`src/rtl/gf256_syndrome_seq.sv`:
```
// gf256_syndrome_seq: Reed-Solomon syndrome accumulator over GF(256) using one shared multiplier
// Horner update S_j <= S_j*alpha^j ^ r, one syndrome per cycle, N_SYN cycles per received byte.
module gf256_syndrome_seq #(
   parameter int N_BYTES = 32,
   parameter int N_SYN   = 4
) (
   input  logic               clk,
   input  logic               rst_n,
   input  logic               clear,
   input  logic [7:0]         in_data,
   input  logic               in_valid,
   output logic               in_ready,
   output logic [7:0]         mult_a,
   output logic [7:0]         mult_b,
   input  logic [7:0]         mult_x,
   output logic [8*N_SYN-1:0] syn_out,
   output logic               syn_zero,
   output logic               syn_valid,
   input  logic               syn_ready
);
   localparam logic [1:0] READY = 2'd0;
   localparam logic [1:0] MUL   = 2'd1;
   localparam logic [1:0] DONE  = 2'd2;
   logic [1:0]         state;
   logic [2:0]         j;
   logic [7:0]         byte_cnt;
   logic [7:0]         r_reg;
   logic [8*N_SYN-1:0] s;
   logic               last_syn;
   logic               last_byte;
   assign last_syn  = j == 3'(N_SYN - 1);
   assign last_byte = byte_cnt == 8'(N_BYTES - 1);
   assign in_ready  = state == READY;
   assign syn_valid = state == DONE;
   assign mult_a    = state == MUL ? s[8*j +: 8] : 8'h00;
   assign mult_b    = state == MUL ? 8'h01 << j : 8'h00;
   assign syn_out   = s;
   assign syn_zero  = ~|s;
   always_ff @(posedge clk or negedge rst_n)
      if (!rst_n) begin
         state    <= READY;
         j        <= '0;
         byte_cnt <= '0;
         r_reg    <= '0;
         s        <= '0;
      end else if (clear) begin
         state    <= READY;
         j        <= '0;
         byte_cnt <= '0;
         s        <= '0;
      end else
         case (state)
            READY:
               if (in_valid) begin
                  r_reg <= in_data;
                  j     <= '0;
                  state <= MUL;
               end
            MUL: begin
               s[8*j +: 8] <= mult_x ^ r_reg;
               j           <= last_syn ? 3'd0 : j + 3'd1;
               if (last_syn) begin
                  state    <= last_byte ? DONE : READY;
                  byte_cnt <= last_byte ? 8'd0 : byte_cnt + 8'd1;
               end
            end
            DONE:
               if (syn_ready) begin
                  s     <= '0;
                  state <= READY;
               end
            default: state <= READY;
         endcase
endmodule

```
`config.mk`:
```
export PLATFORM = sky130hd
export DESIGN_NAME = gf256_syndrome_seq
export DESIGN_NICKNAME = d
export VERILOG_FILES = /design/src/rtl/gf256_syndrome_seq.sv
export SDC_FILE = /design/constraint.sdc
export NUM_CORES = 1
export LEC_CHECK = 0
export CAP_MARGIN = 20
export CORE_MARGIN = 5
export CORE_UTILIZATION = 31
export CTS_BUF_LIST = sky130_fd_sc_hd__clkbuf_4 sky130_fd_sc_hd__clkbuf_8
export CTS_CLUSTER_DIAMETER = 150
export DETAILED_ROUTE_END_ITERATION = 12
export DONT_BUFFER_PORTS = 1
export PLACE_DENSITY = 0.49
export RECOVER_POWER = 50
export SYNTH_ARGS = -nofsm -noshare
export SYNTH_HDL_FRONTEND = slang
export SYNTH_SLANG_ARGS = --single-unit
export TNS_END_PERCENT = 100
```
`constraint.sdc`:
```
create_clock -name clk -period 3 [get_ports clk]
set_input_delay 0.6 -clock clk [delete_from_list [all_inputs] [get_ports clk]]
set_output_delay 0.6 -clock clk [all_outputs]
set_load 0.05 [all_outputs]
```
# Yosys cells after proc, flatten, opt, wreduce, memory -nomap -nowiden
# Index checks and enable logic that the tools add are counted.
# Widths: inputs -> output; s select.
[word_totals] register_bits=53 in_bits=21 elab_cells=53
[classes] n_addsub=3 n_eq_ne=7 shift=4 mux=20 bitwise_logic=2 n_reduce_logical=12
[ops] operator="$mux 32" n=2
[ops] operator="$pmux 32 s2" n=1
[ops] operator="$mux 8" n=6
[ops] operator="$neg 6->34" n=1
[ops] operator="$shift 8x34->32 const A" n=1
[ops] operator="$shiftx 8x34->32" n=1
[ops] operator="$bwmux 32" n=1
[ops] operator="$reduce_or 32->1" n=1
[ops] operator="$shiftx 32x7->8" n=1
[ops] operator="$mux 2" n=5
[ops] operator="$mux 3" n=3
[ops] operator="$add 8x1->8 const B" n=1
[ops] operator="$eq 8x5->1 const B" n=1
[ops] operator="$shl 1x3->8 const A" n=1
[ops] operator="$xor 8x8->8" n=1
[ops] operator="$ne 3x3->1 const B" n=2
[ops] operator="$pmux 2 s3" n=1
[ops] operator="$pmux 3 s2" n=1
[ops] operator="$reduce_and 2->1" n=3
[ops] operator="$reduce_and 3->1" n=2
[ops] operator="$reduce_bool 3->1" n=2
[ops] operator="$reduce_bool 2->1" n=2
[ops] operator="$add 3x1->3 const B" n=1
[ops] operator="$eq 3x2->1 const B" n=1
[ops] operator="6 further kinds" n=6

# Logic depth before layout (Yosys ltp)
[logic_depth] depth_word=5 ltp_mapped=10

# Worst setup path before layout
# Ideal clock, no wire load.
[synth_path] kind="reg-to-reg" startpoint="register j[0]" endpoint="register s[0] (netlist: syn_out[0])" arrival_ns=2.308 required_ns=2.875 setup_slack_ns=0.567 stages_incl_launch_ff=10 path_buffers=2 synth_period_minus_slack_ns=2.433 cell_sequence="dfrtp_1 buf_2 buf_2 inv_1 ha_1 ha_1 nor4b_2 nand3_1 nand2_1 mux2_2"
[synth_via] elab_chain_len=5 elab_cells_between_ends=6 cone_classes="add/sub: 1; shift: 2; mux: 3"
[synth_rtl] element="from (decl)" line="25" source="logic [2:0] j;"
[synth_rtl] element="from (signal assigned)" line="61" source="j <= last_syn ? 3'd0 : j + 3'd1;"
[synth_rtl] element="$neg 6->34 (*)" line="60" source="s[8*j +: 8] <= mult_x ^ r_reg;"
[synth_rtl] element="$shiftx 8x34->32 / $shift 8x34->32 (equally long branches)" line="60"
[synth_rtl] element="$bwmux 32 (*)" line="60"
[synth_rtl] element="$pmux 32 s2 (*)" line="52" source="case (state)"
[synth_rtl] element="$mux 32 (*)" line="46" source="end else if (clear) begin"
[synth_rtl] element="to (signal, indexed assignment)" line="60"
[synth_rtl] element="to (decl)" line="28" source="logic [8*N_SYN-1:0] s;"
# Every way passes the cells marked *; elsewhere a longest branch is shown, timed or not.
# A chain may end at the register's enable or synchronous reset.

# Worst setup path in the final report
[layout_path] startpoint="register s[8] (netlist: syn_out[8])" endpoint="output port mult_a[0]"
[layout_via] elab_chain_len=2
[layout_rtl] element="$shiftx 32x7->8" line="35" source="assign mult_a = state == MUL ? s[8*j +: 8] : 8'h00;"
[layout_rtl] element="$mux 8" line="35"
[layout_rtl] element="to (decl)" line="13" source="output logic [7:0] mult_a,"
# No other way between the ends.

==> flow_metrics.env <==
export IMPL_status="finished, final reports clean"
export IMPL_worst_slew_pin_slew_ns=1.38
export IMPL_coreArea_um2=9110
export IMPL_worstPathRequired_ns=2.40
export IMPL_r2r_setup_slack_ns=0.64
export IMPL_cts_sinks=53
export IMPL_fin_ws_ns=0.495
export IMPL_crit_arrival_ns=1.90
export IMPL_wire_per_inst_um=21.9
export IMPL_pwr_density_cell_nw_per_um2=556
export IMPL_hold_viol_final=0
export IMPL_synth_warnings=0
export IMPL_whs_path_depth=1
export IMPL_pin_count=72
export IMPL_synth_area_um2=2840
export IMPL_end_kind="primary output"
export IMPL_drt_iter0_markers=101
export IMPL_grt_overflow=0
export IMPL_cp_slowest_cell="dfrtp_1"
export IMPL_numPlacedInstances=357
export IMPL_synthDistinctLibCells=47
export IMPL_cts_clk_slew_worst_paths_ns=0.10
export IMPL_initial_core_util_pct=31.2
export IMPL_die_w_um=106
export IMPL_via_per_inst=5.57
export IMPL_antennaDiodeCount=0
export IMPL_finalNonFillerCells=366
export IMPL_preCtsSetupSlack_ns=0.645
export IMPL_max_freq_ghz=0.399
export IMPL_antenna_found_initial=0
export IMPL_ys_async_sr_fraction_pct=100
export IMPL_clock_skew_ns=0.00829
export IMPL_cts_made_buffers=5
export IMPL_cts_resized=0
export IMPL_yosys_top_cells_count="dfrtp_1, nor2_1, and3_1, o2bb2ai_1"
export IMPL_cts_tree="yes"
export IMPL_syn_inst=250
export IMPL_critPathMaxStageDelay_ns=0.75
export IMPL_worstHoldEndpoint="byte_cnt[6]"
export IMPL_die_h_um=106
export IMPL_finalCritPeriodShare_pct=83.5
export IMPL_avgSynthCellArea_um2=11.4
export IMPL_clock_latency_ns=0.31
export IMPL_placementRows=35
export IMPL_cts_path_max_buffers=2
export IMPL_grt_usage_pct=14.7
export IMPL_hp_start="clear"
export IMPL_area_growth_pct=9.02
export IMPL_synth_edf_count=0
export IMPL_start_kind="register"
export IMPL_min_path_type="in2reg"
export IMPL_yosys_register_bits=53
export IMPL_vias=2039
export IMPL_remaining_drc_errors=0
export IMPL_crit_family="flip-flops"
export IMPL_nets=282
export IMPL_first_global_vias=2171
export IMPL_relSlewSlack_pct=8.33
export IMPL_setup_viol=0
export IMPL_grt_pass1_wl_mm=12.8
export IMPL_totalWireLength_mm=8.01
export IMPL_synthTopCellsByArea="dfrtp_1, mux4_2, mux2_2, o2bb2ai_1, and3_1"
export IMPL_clockRootBuffer="clkbuf_8"
export IMPL_cp_num_buf_inv=0
export IMPL_synth_largest_area_cell="dfrtp_1"
export IMPL_ys_seq_area_share_pct=46.7
export IMPL_crit_fanout=4
export IMPL_dieArea_um2=11200
export IMPL_fin_tns_setup_ns=0
export IMPL_first_pass_iters=4
export IMPL_place_gp_congestion=0.780
export IMPL_grt_max_degree=54
export IMPL_reg2reg_from="j[2]"
export IMPL_drive_gt1_share_pct=18.4
export IMPL_peakVddDrop_uv=197
export IMPL_r2r_cells=6
export IMPL_yosysMostFrequentCell="dfrtp_1"
export IMPL_ant_nets=0
export IMPL_r2r_end="syn_out[7]"
export IMPL_synth_nets=278
export IMPL_largest_reg_flops=32
export IMPL_synth_top_area_share_pct=46.7
export IMPL_final_max_slew_violation_count=0
export IMPL_h_tree_depth=2
export IMPL_cap_violations=0
export IMPL_port_buffers=0
export IMPL_crit_type="reg2out"
export IMPL_rsz0062_at_grt="false"
export IMPL_path_cells="mux4_2 -> and3_1"
export IMPL_dp_hpwl_mm=5.72
export IMPL_ys_flop_type="dfrtp_1"
export IMPL_min_period_ns=2.50
export IMPL_fillCellCount=928
export IMPL_cellLeakagePower_uw=0.00139
-- layout by cell type, fill, tap and decap left out, types with 7 or more instances in the layout --
master and count:
nor2_1 22, ha_1 7, dfrtp_1 53, and3_1 15
nor4_1 10, mux4_2 8, inv_1 13, xnor2_1 8
o2bb2ai_1 15, a22o_1 8, mux2_2 13
-- report_power, final --
part / total, uW / internal (uW) / switching (uW)
clock: 508 / 251 / 257
combinational: 360 / 134 / 226
sequential: 855 / 755 / 99.4
total: 1720 / 1140 / 583
-- per-layer routing --
| layer | global-route usage (%) | vias up | wire length, um |
|---|---|---|---|
| met5 | 0 | - | 0 |
| li1 | - | 939 | - |
| met1 | 19.6 | 1052 | 3660 |
| met3 | 5.39 | 4 | 557 |
| met2 | 23.2 | 44 | 3740 |
| met4 | 2.87 | 0 | 48 |
-- worst reg2reg max path, cell delays in order, from the launching register on --
cell,delay (ns)
dfrtp_1,0.46
inv_1,0.33
ha_1,0.33
nor4b_2,0.39
nand3_1,0.15
nand2_1,0.23
mux2_2,0.36
-- cells by family (layout without fill, tap and decap cells) --
family	after synthesis	count (layout)	synth area share (%)
fa+ha+maj	7	7	3.08
simple gates	86	86	17.6
buf+inv	25	30	3.57
flops	53	53	46.7
compound gates	41	41	11.9
xor+xnor	11	11	3.39
mux	27	27	13.8
-- through the flow --
stage               total power [uW]  utilization (%)  instance area [um2]  hold WS, ns
detailed placement              1220             32.7                 2980        0.307
finish                          1720             34.0                 3100        0.342
global placement                1220             32.7                 2980        0.306
global route                    1810             34.0                 3100        0.324
floorplan                       1130                -                 2840        0.304
CTS                             1750             34.3                 3120        0.147
-- how the worst max path moves through the flow --
| stage | slack (ns) | from | end | cells after the start |
|---|---|---|---|---|
| global route | 0.37 | j[0] | mult_b[3] | 5 |
| CTS | 0.47 | syn_out[8] | mult_a[0] | 2 |
| finish | 0.50 | syn_out[8] | mult_a[0] | 2 |
| detailed placement | 0.64 | j[2] | syn_out[0] | 6 |
| floorplan | 0.57 | j[0] | syn_out[0] | 9 |
| global placement | 0.67 | j[2] | syn_out[0] | 6 |
-- cell type report --
cell class,count,area [um2],area share (%)
tap,111,139,4.48
clock buffer,5,68.8,2.22
inverter,15,56.3,1.82
sequential,53,1330,42.8
timing repair buffer,7,50.0,1.61
multi-input combinational,172,1420,45.7
clock inverter,3,43.8,1.41
-- timing repair --
item                                   in CTS  in global routing
endpoints found under the hold margin      53                  0
buffers inserted                            0                  0
hold buffers                                1                  0
No activity file was read; power rests on OpenSTA's default activity.
